$ cat src/rtl/wrap_sequencer.sv
// ============================================================================
// wrap_sequencer : command-driven controller around an N-bit up/down counter
// Revision 1.0   : initial release
// ============================================================================
`default_nettype none

module wrap_sequencer #(
   parameter int N = 4,
   parameter int W = 8
) (
   input  logic         clk,
   input  logic         rst_n,
   input  logic         cmd_valid,
   output logic         cmd_ready,
   input  logic [N-1:0] cmd_start,
   input  logic         cmd_dir,
   input  logic [W-1:0] cmd_wraps,
   input  logic         abort,
   output logic         cnt_load,
   output logic         cnt_up_down,
   output logic [N-1:0] cnt_input_load,
   input  logic [N-1:0] cnt_value,
   input  logic         cnt_carry,
   output logic         busy,
   output logic         done,
   output logic         aborted,
   output logic [W-1:0] wrap_count,
   output logic [N-1:0] final_value
);

   typedef enum logic [1:0] {
      S_IDLE = 2'd0,
      S_LOAD = 2'd1,
      S_RUN  = 2'd2,
      S_DONE = 2'd3
   } state_t;

   localparam logic [N-1:0] C_ONE = N'(1);

   state_t         state_q, state_d;
   logic [N-1:0]   start_q, start_d;
   logic           dir_q, dir_d;
   logic [W-1:0]   wraps_q, wraps_d;
   logic [W-1:0]   wrap_count_q, wrap_count_d;
   logic           aborted_q, aborted_d;
   logic [N-1:0]   final_q, final_d;
   logic           cmd_ready_q, cmd_ready_d;
   logic           busy_q, busy_d;
   logic           done_q, done_d;
   logic           cnt_load_q, cnt_load_d;
   logic [N-1:0]   cnt_in_q, cnt_in_d;
   logic [W-1:0]   wrap_inc;
   logic [N-1:0]   landing;

   always_ff @(posedge clk or negedge rst_n) begin
      if (!rst_n) begin
         state_q      <= S_IDLE;
         start_q      <= '0;
         dir_q        <= 1'b1;
         wraps_q      <= '0;
         wrap_count_q <= '0;
         aborted_q    <= 1'b0;
         final_q      <= '0;
         cmd_ready_q  <= 1'b1;
         busy_q       <= 1'b0;
         done_q       <= 1'b0;
         cnt_load_q   <= 1'b1;
         cnt_in_q     <= '0;
      end else begin
         state_q      <= state_d;
         start_q      <= start_d;
         dir_q        <= dir_d;
         wraps_q      <= wraps_d;
         wrap_count_q <= wrap_count_d;
         aborted_q    <= aborted_d;
         final_q      <= final_d;
         cmd_ready_q  <= cmd_ready_d;
         busy_q       <= busy_d;
         done_q       <= done_d;
         cnt_load_q   <= cnt_load_d;
         cnt_in_q     <= cnt_in_d;
      end
   end

   always_comb begin
      state_d      = state_q;
      start_d      = start_q;
      dir_d        = dir_q;
      wraps_d      = wraps_q;
      wrap_count_d = wrap_count_q;
      aborted_d    = aborted_q;
      final_d      = final_q;
      wrap_inc     = (wrap_count_q == '1) ? wrap_count_q : wrap_count_q + W'(1);
      landing      = dir_q ? cnt_value + C_ONE : cnt_value - C_ONE;

      case (state_q)
         S_IDLE: begin
            if (cmd_valid && cmd_ready_q) begin
               start_d      = cmd_start;
               dir_d        = cmd_dir;
               wraps_d      = cmd_wraps;
               wrap_count_d = '0;
               aborted_d    = 1'b0;
               state_d      = S_LOAD;
            end
         end
         S_LOAD: begin
            if (wraps_q == '0) begin
               state_d = S_DONE;
               final_d = start_q;
            end else if (abort) begin
               state_d   = S_DONE;
               aborted_d = 1'b1;
               final_d   = start_q;
            end else begin
               state_d = S_RUN;
            end
         end
         S_RUN: begin
            if (cnt_carry) begin
               wrap_count_d = wrap_inc;
               if (wrap_inc == wraps_q) begin
                  state_d = S_DONE;
                  final_d = dir_q ? '0 : '1;
               end
            end
            // a terminating carry on the same edge takes precedence over abort
            if (abort && (state_d == S_RUN)) begin
               state_d   = S_DONE;
               aborted_d = 1'b1;
               final_d   = landing;
            end
         end
         default: begin
            state_d = S_IDLE;
         end
      endcase

      cmd_ready_d = (state_d == S_IDLE);
      busy_d      = (state_d == S_LOAD) || (state_d == S_RUN);
      done_d      = (state_d == S_DONE);
      cnt_load_d  = (state_d != S_RUN);
      cnt_in_d    = (state_d == S_LOAD) ? start_d : final_d;
   end

   assign cmd_ready      = cmd_ready_q;
   assign busy           = busy_q;
   assign done           = done_q;
   assign aborted        = aborted_q;
   assign wrap_count     = wrap_count_q;
   assign final_value    = final_q;
   assign cnt_load       = cnt_load_q;
   assign cnt_up_down    = dir_q;
   assign cnt_input_load = cnt_in_q;

endmodule

`default_nettype wire

$ cat config.mk
export PLATFORM = sky130hd
export DESIGN_NAME = wrap_sequencer
export DESIGN_NICKNAME = d
export VERILOG_FILES = /design/src/rtl/wrap_sequencer.sv
export SDC_FILE = /design/constraint.sdc
export NUM_CORES = 1
export LEC_CHECK = 0
export CORE_MARGIN = 8
export CORE_UTILIZATION = 60
export CTS_BUF_LIST = sky130_fd_sc_hd__clkbuf_16
export DETAILED_ROUTE_END_ITERATION = 8
export DONT_BUFFER_PORTS = 1
export PLACE_DENSITY = 0.75
export REMOVE_ABC_BUFFERS = 1
export SLEW_MARGIN = 10
export SYNTH_ARGS = -nofsm -noshare
export SYNTH_HDL_FRONTEND = slang
export SYNTH_SLANG_ARGS = --single-unit
$ cat constraint.sdc
create_clock -name clk -period 3.2 [get_ports clk]
set_input_delay 0.32 -clock clk [delete_from_list [all_inputs] [get_ports clk]]
set_output_delay 0.32 -clock clk [all_outputs]
set_load 0.01 [all_outputs]
# After elaboration in Yosys (flattened, before gate mapping)
# Index checks and enable logic that the tools add are counted.
[totals]
register_bits = 36
inputBits = 22
out_inout_bits = 22
word_cells = 68
[classes]
add_sub_neg = 3
n_eq_ne = 14
muxes = 28
reduce_logical = 11
[op_table]
columns = ["cell", "n"]
rows = [
  ["two-way mux 4 bit", 10],
  ["two-way mux 8 bit", 3],
  ["case mux 8 bit (2 select lines)", 1],
  ["inequality test 2 bit (second input constant)", 6],
  ["two-way mux 2 bit", 5],
  ["adder 8 x 1 -> 8 bit (second input constant)", 1],
  ["equality test 2 bit (second input constant)", 4],
  ["equality test 8 bit", 1],
  ["equality test 8 bit (second input constant)", 1],
  ["logical NOT 8 bit", 1],
  ["case mux 4 bit (2 select lines)", 1],
  ["two-way mux 1 bit", 6],
  ["case mux 2 bit (3 select lines)", 1],
  ["AND reduction 5 bit", 1],
  ["adder 4 x 1 -> 4 bit (second input constant)", 1],
  ["equality test 2 x 1 -> 1 bit (second input constant)", 2],
  ["logical NOT 2 bit", 2],
  ["subtractor 4 x 1 -> 4 bit (second input constant)", 1],
  ["case mux 1 bit (3 select lines)", 1],
  ["AND reduction 3 bit", 1],
  ["nonzero test 3 bit", 1],
  ["logical AND 1 bit", 2],
  ["AND reduction 2 bit", 1],
  ["nonzero test 2 bit", 1],
  ["logical OR 1 bit", 1],
]

# Logic depth before layout (Yosys ltp)
# Gate-level depths: netlist of run 1.
[logic_depth]
word_depth = 12
ltp_mapped = 13
mapped_depth_nobuf = 13

# Worst setup path before layout of run 1
# OpenSTA, ideal clock, no wires.
[synth_timing]
path_kind = "reg2reg"
from = "register wrap_count_q[0] (netlist: wrap_count[0])"
to = "register cnt_in_q[3] (netlist: cnt_input_load[3])"
setup_ns = 0.135
arrival_ns = 2.722
required_time_ns = 3.065
slack_ns = 0.343
stages_incl_launch_ff = 14
path_buffers = 0
synth_period_minus_slack_ns = 2.857
cell_sequence = "dfrtp_1 > ha_1 > nand3_1 > nor3_2 > mux2i_1 > xor2_1 > nand4b_1 > o21ai_0 > nand2_1 > a41oi_1 > ha_1 > inv_1 > o21ai_0 > a31oi_1"
[synth_via]
elab_chain_cells = 12
word_cells_on_any_way = 17
cone_classes = "add/sub: 1; eq/ne: 4; mux: 11; reduce/logical: 1"
[synth_rtl]
columns = ["element", "line", "rtl"]
rows = [
  ["from (decl)", "44", "logic [W-1:0] wrap_count_q, wrap_count_d;"],
  ["from (signal assigned)", "74", "wrap_count_q <= wrap_count_d;"],
  ["adder 8 x 1 -> 8 bit / equality test 8 bit (equally long branches)", "93", "wrap_inc = (wrap_count_q == '1) ? wrap_count_q : wrap_count_q + W'(1);"],
  ["two-way mux 8 bit (*)", "93", ""],
  ["equality test 8 bit (*)", "122", "if (wrap_inc == wraps_q) begin"],
  ["two-way mux 2 bit (*)", "122", ""],
  ["two-way mux 2 bit (*)", "120", "if (cnt_carry) begin"],
  ["two-way mux 2 bit (*)", "96", "case (state_q)"],
  ["equality test 2 bit", "128", "if (abort && (state_d == S_RUN)) begin"],
  ["logical AND 1 bit", "128", ""],
  ["two-way mux 2 bit (*)", "128", ""],
  ["case mux 2 bit (3 select lines) (*)", "96", ""],
  ["net state_d[0]", "40", "state_t state_q, state_d;"],
  ["equality test 2 x 1 -> 1 bit (*)", "143", "cnt_in_d = (state_d == S_LOAD) ? start_d : final_d;"],
  ["two-way mux 4 bit (*)", "143", ""],
  ["net cnt_in_d[3]", "51", "logic [N-1:0] cnt_in_q, cnt_in_d;"],
  ["to (signal assigned)", "81", "cnt_in_q <= cnt_in_d;"],
  ["to (decl)", "51", ""],
]
# Mark *: on every way through the listed nets, which the timed path passes. The rest lies on a longest branch. The select of a mux whose other input is x is not followed.
# A chain may end at the register's enable or synchronous reset.

# Worst setup path in the final report of run 1
[layout_timing]
from = "register wrap_count_q[0] (netlist: wrap_count[0])"
to = "register cnt_in_q[0] (netlist: cnt_input_load[0])"
# Same word-level chain as after synthesis.

==> results of run 1 <==
## cell families after synthesis
kind of cell / count (synthesis) / synth area share
muxes: 20 / 0.100
adders and majority gates: 12 / 0.0720
and+or+nand+nor: 71 / 0.162
buffers and inverters: 17 / 0.0337
AOI/OAI and AO/OA: 59 / 0.183
xor gates and xnor gates: 9 / 0.0360
DFF: 36 / 0.413
## placed cells by master (no fill, tap or decap), types with 3 or more instances in the layout
cell type,n
dfstp_2,3
o31ai_1,4
nand2b_1,3
a22oi_1,3
xor2_1,3
or2_2,3
inv_1,10
a31oi_1,7
mux2_2,15
a21oi_1,14
nor2_1,13
mux2i_1,5
ha_1,11
and3_1,3
dfrtp_1,32
clkbuf_16,5
xnor2_1,6
buf_4,10
nand3_1,11
nand2_1,26
o21ai_0,9
## flip-flops by register name, summed over array words and instances (netlist names)
name	flops
wraps_q	8
cnt_up_down	1
start_q	4
final_value	4
busy	1
done	1
cnt_input_load	4
cnt_load	1
wrap_count	8
cmd_ready	1
aborted	1
state_q	2
## worst min-delay path by stage
stage	from	endpoint	slack [ns]
2_1_floorplan	rst_n	aborted	0.02
4_1_cts	cmd_wraps[4]	wraps_q[4]	0.19
6_report	cmd_wraps[1]	wraps_q[1]	0.20
3_5_place_dp	rst_n	wrap_count[5]	0.03
5_1_grt	cmd_wraps[1]	wraps_q[1]	0.19
3_3_place_gp	rst_n	wrap_count[6]	0.03
## layout make-up
class	instances	area, um2	share of cell area
multi-input combinational	171	1220	0.496
sequential	36	906	0.369
clock buffer	5	125	0.0509
timing repair buffer	12	105	0.0428
tap	48	60.1	0.0244
inverter	9	33.8	0.0137
clock inverter	2	8.76	0.00356
## stage by stage
step / std cells / area (um2) / util
2_1_floorplan: 216 / 2150 / -
3_3_place_gp: 274 / 2280 / 0.638
3_5_place_dp: 274 / 2280 / 0.638
4_1_cts: 283 / 2450 / 0.684
5_1_grt: 283 / 2460 / 0.687
6_report: 283 / 2460 / 0.687
## repair_timing
action,in CTS,in global routing
resized for setup,0,4
endpoints found under the setup margin,0,4
hold buffers,2,0
endpoints found under the hold margin,36,0
## layer usage
| metal | wire length (um) | global-route usage | part of all wire |
|---|---|---|---|
| met1 | 2190 | 0.220 | 0.37 |
| met2 | 3080 | 0.358 | 0.52 |
| met3 | 512 | 0.0625 | 0.086 |
| met4 | 162 | 0.0865 | 0.027 |
| met5 | 0 | 0 | 0 |
## worst reg2reg max path, delay by kind of cell (launching register included)
kind | cells | cell delay (ns)
fa+ha+maj | 1 | 0.22
flops | 1 | 0.38
buf+inv | 2 | 0.30
simple gates | 4 | 1.06
compound gates | 5 | 0.98
## power breakdown
part,leakage (nW),total (W),internal (W),switching (W)
registers,0.450,0.000862,0.000656,0.000205
logic,0.539,0.00117,0.000514,0.000653
clock network,0.0709,0.000444,0.000279,0.000165
==> results.py, run 1 <==
metrics = {
    "timing": {
        "whs_ns": 0.196,
        "layout_min_cycle_time_ns": 3.05,
        "fmax_mhz": 327,
        "worstMarginPinSlew_ns": 0.532,
        "rsz0062_at_grt": "false",
        "finalClockSkew_ns": 0.00240,
        "finalCritPeriodShare": 0.955,
        "tns_ns": 0,
        "drv_slew": 0,
        "finalSetupViolCount": 0,
        "hold_violations": 0,
        "worst_slack_ns": 0.146,
        "maxSlewHeadroom": 0.642,
    },
    "setup_path": {
        "crit-reg2reg-capture": "cnt_input_load[0]",
        "cp.arrival_ns": 3.21,
        "reg2reg_from": "wrap_count[0]",
        "critPathBufInv": 2,
        "startpoint": "wrap_count[0]",
        "path_depth": 12,
        "end_kind": "register",
        "reg2regPathDepth": 12,
        "crit_end": "cnt_input_load[0]",
        "critPathLaunchType": "register",
        "worst-path-max-fanout": 8,
        "max_stage_delay_ns": 0.47,
        "worstPathCellList": "buf_4, and3_2, and3_1, a31oi_1, o32ai_1, or4_4, o21ai_0, nand2_1, a41oi_2, ha_1, inv_1, o22a_1",
        "r2r_slack_ns": 0.15,
        "required_ns": 3.35,
        "slowest_stage": "or4_4",
        "worstSetupPathType": "register to register",
        "cpLargestDelayFamily": "simple AND/OR/NAND/NOR gates",
    },
    "routing": {
        "viasPerCell": 6.56,
        "route.vias.total": 1856,
        "drt_iter0_markers": 186,
        "drcViolationCount": 0,
        "first_pass_iters": 5,
        "postRouteWirelength_um": 5940,
        "route.antenna.remaining_nets": 0,
        "wl_per_cell_um": 21.0,
    },
    "synthesis": {
        "synth_flop_cell": "dfrtp_1",
        "synth-edff-count": 0,
        "synth.distinct_cells": 49,
        "avgSynthCellArea_um2": 9.77,
        "synth_top_area_frac": 0.377,
        "ys_seq_area_frac": 0.413,
        "synth_commonest_cells": "dfrtp_1 (33), nand2_1 (26), mux2_2 (15)",
        "postSynth.asyncResetShare": 1.00,
        "yosys.area.top_type": "dfrtp_1",
        "yosysMostFrequentCell": "dfrtp_1",
        "syn-cell-area_mm2": 0.00219,
        "syn_inst": 224,
        "synth_warnings": 0,
        "synth_seq_cells": 36,
        "synth_area_leaders": "dfrtp_1 (38%), mux2_2 (7.7%), ha_1 (6.3%)",
    },
    "layout": {
        "synthToLayoutAreaGrowth_pct": 12.3,
        "diodes": 0,
        "drive_above_1_share": 0.200,
        "fillers": 286,
        "fin_nets": 269,
    },
    "grt": {
        "grt_pass1_vias": 1907,
        "grt_first_pass_wirelength_um": 9640,
        "grt_overflow": 0,
        "grt.total_usage": 0.204,
        "grt_max_degree": 37,
        "antenna_found_initial": 0,
    },
    "clock_tree": {
        "ctsRootBufferMaster": "clkbuf_16",
        "cts_tree": "yes",
        "cts_htree_levels": 2,
        "postCtsSetupBuffers": 0,
        "clk_latency_ns": 0.27,
        "path_clk_slew_ns": 0.05,
        "cts_sinks": 36,
        "clockBufferDepth": 2,
        "cts_made_buffers": 5,
    },
    "die": {
        "pin_count": 44,
        "chipWidth_um": 76.4,
        "die_y_um": 76.4,
        "coreArea_mm2": 0.00358,
        "dieArea_mm2": 0.00584,
        "floorplan.initialDensity": 0.612,
        "rows": 22,
    },
    "hold_path": {
        "hold_class": "input port to register",
        "worstHoldPathCells": 1,
    },
    "place": {
        "post-dp-hpwl_um": 4430,
        "gp_congestion": 0.902,
        "pre_cts_ws_ns": 0.130,
        "portBuffers": 0,
    },
    "pwr": {
        "fin_total_pwr_w": 0.00247,
        "vdd_drop_max_uv": 633,
        "p_leak_nw": 1.06,
        "powerDensity_mw_per_mm2": 1010,
    },
    "status": {
        "status": "complete, no violations",
    },
    "job": {
        "drv_cap": 0,
    },
}
No activity file was read; power rests on OpenSTA's default activity.
==> run 2, diff against run 1 <==
- CAP_MARGIN: default -> 40
==> results of run 2 <==
Final layout, timing and power as in run 1 (identical DEF).
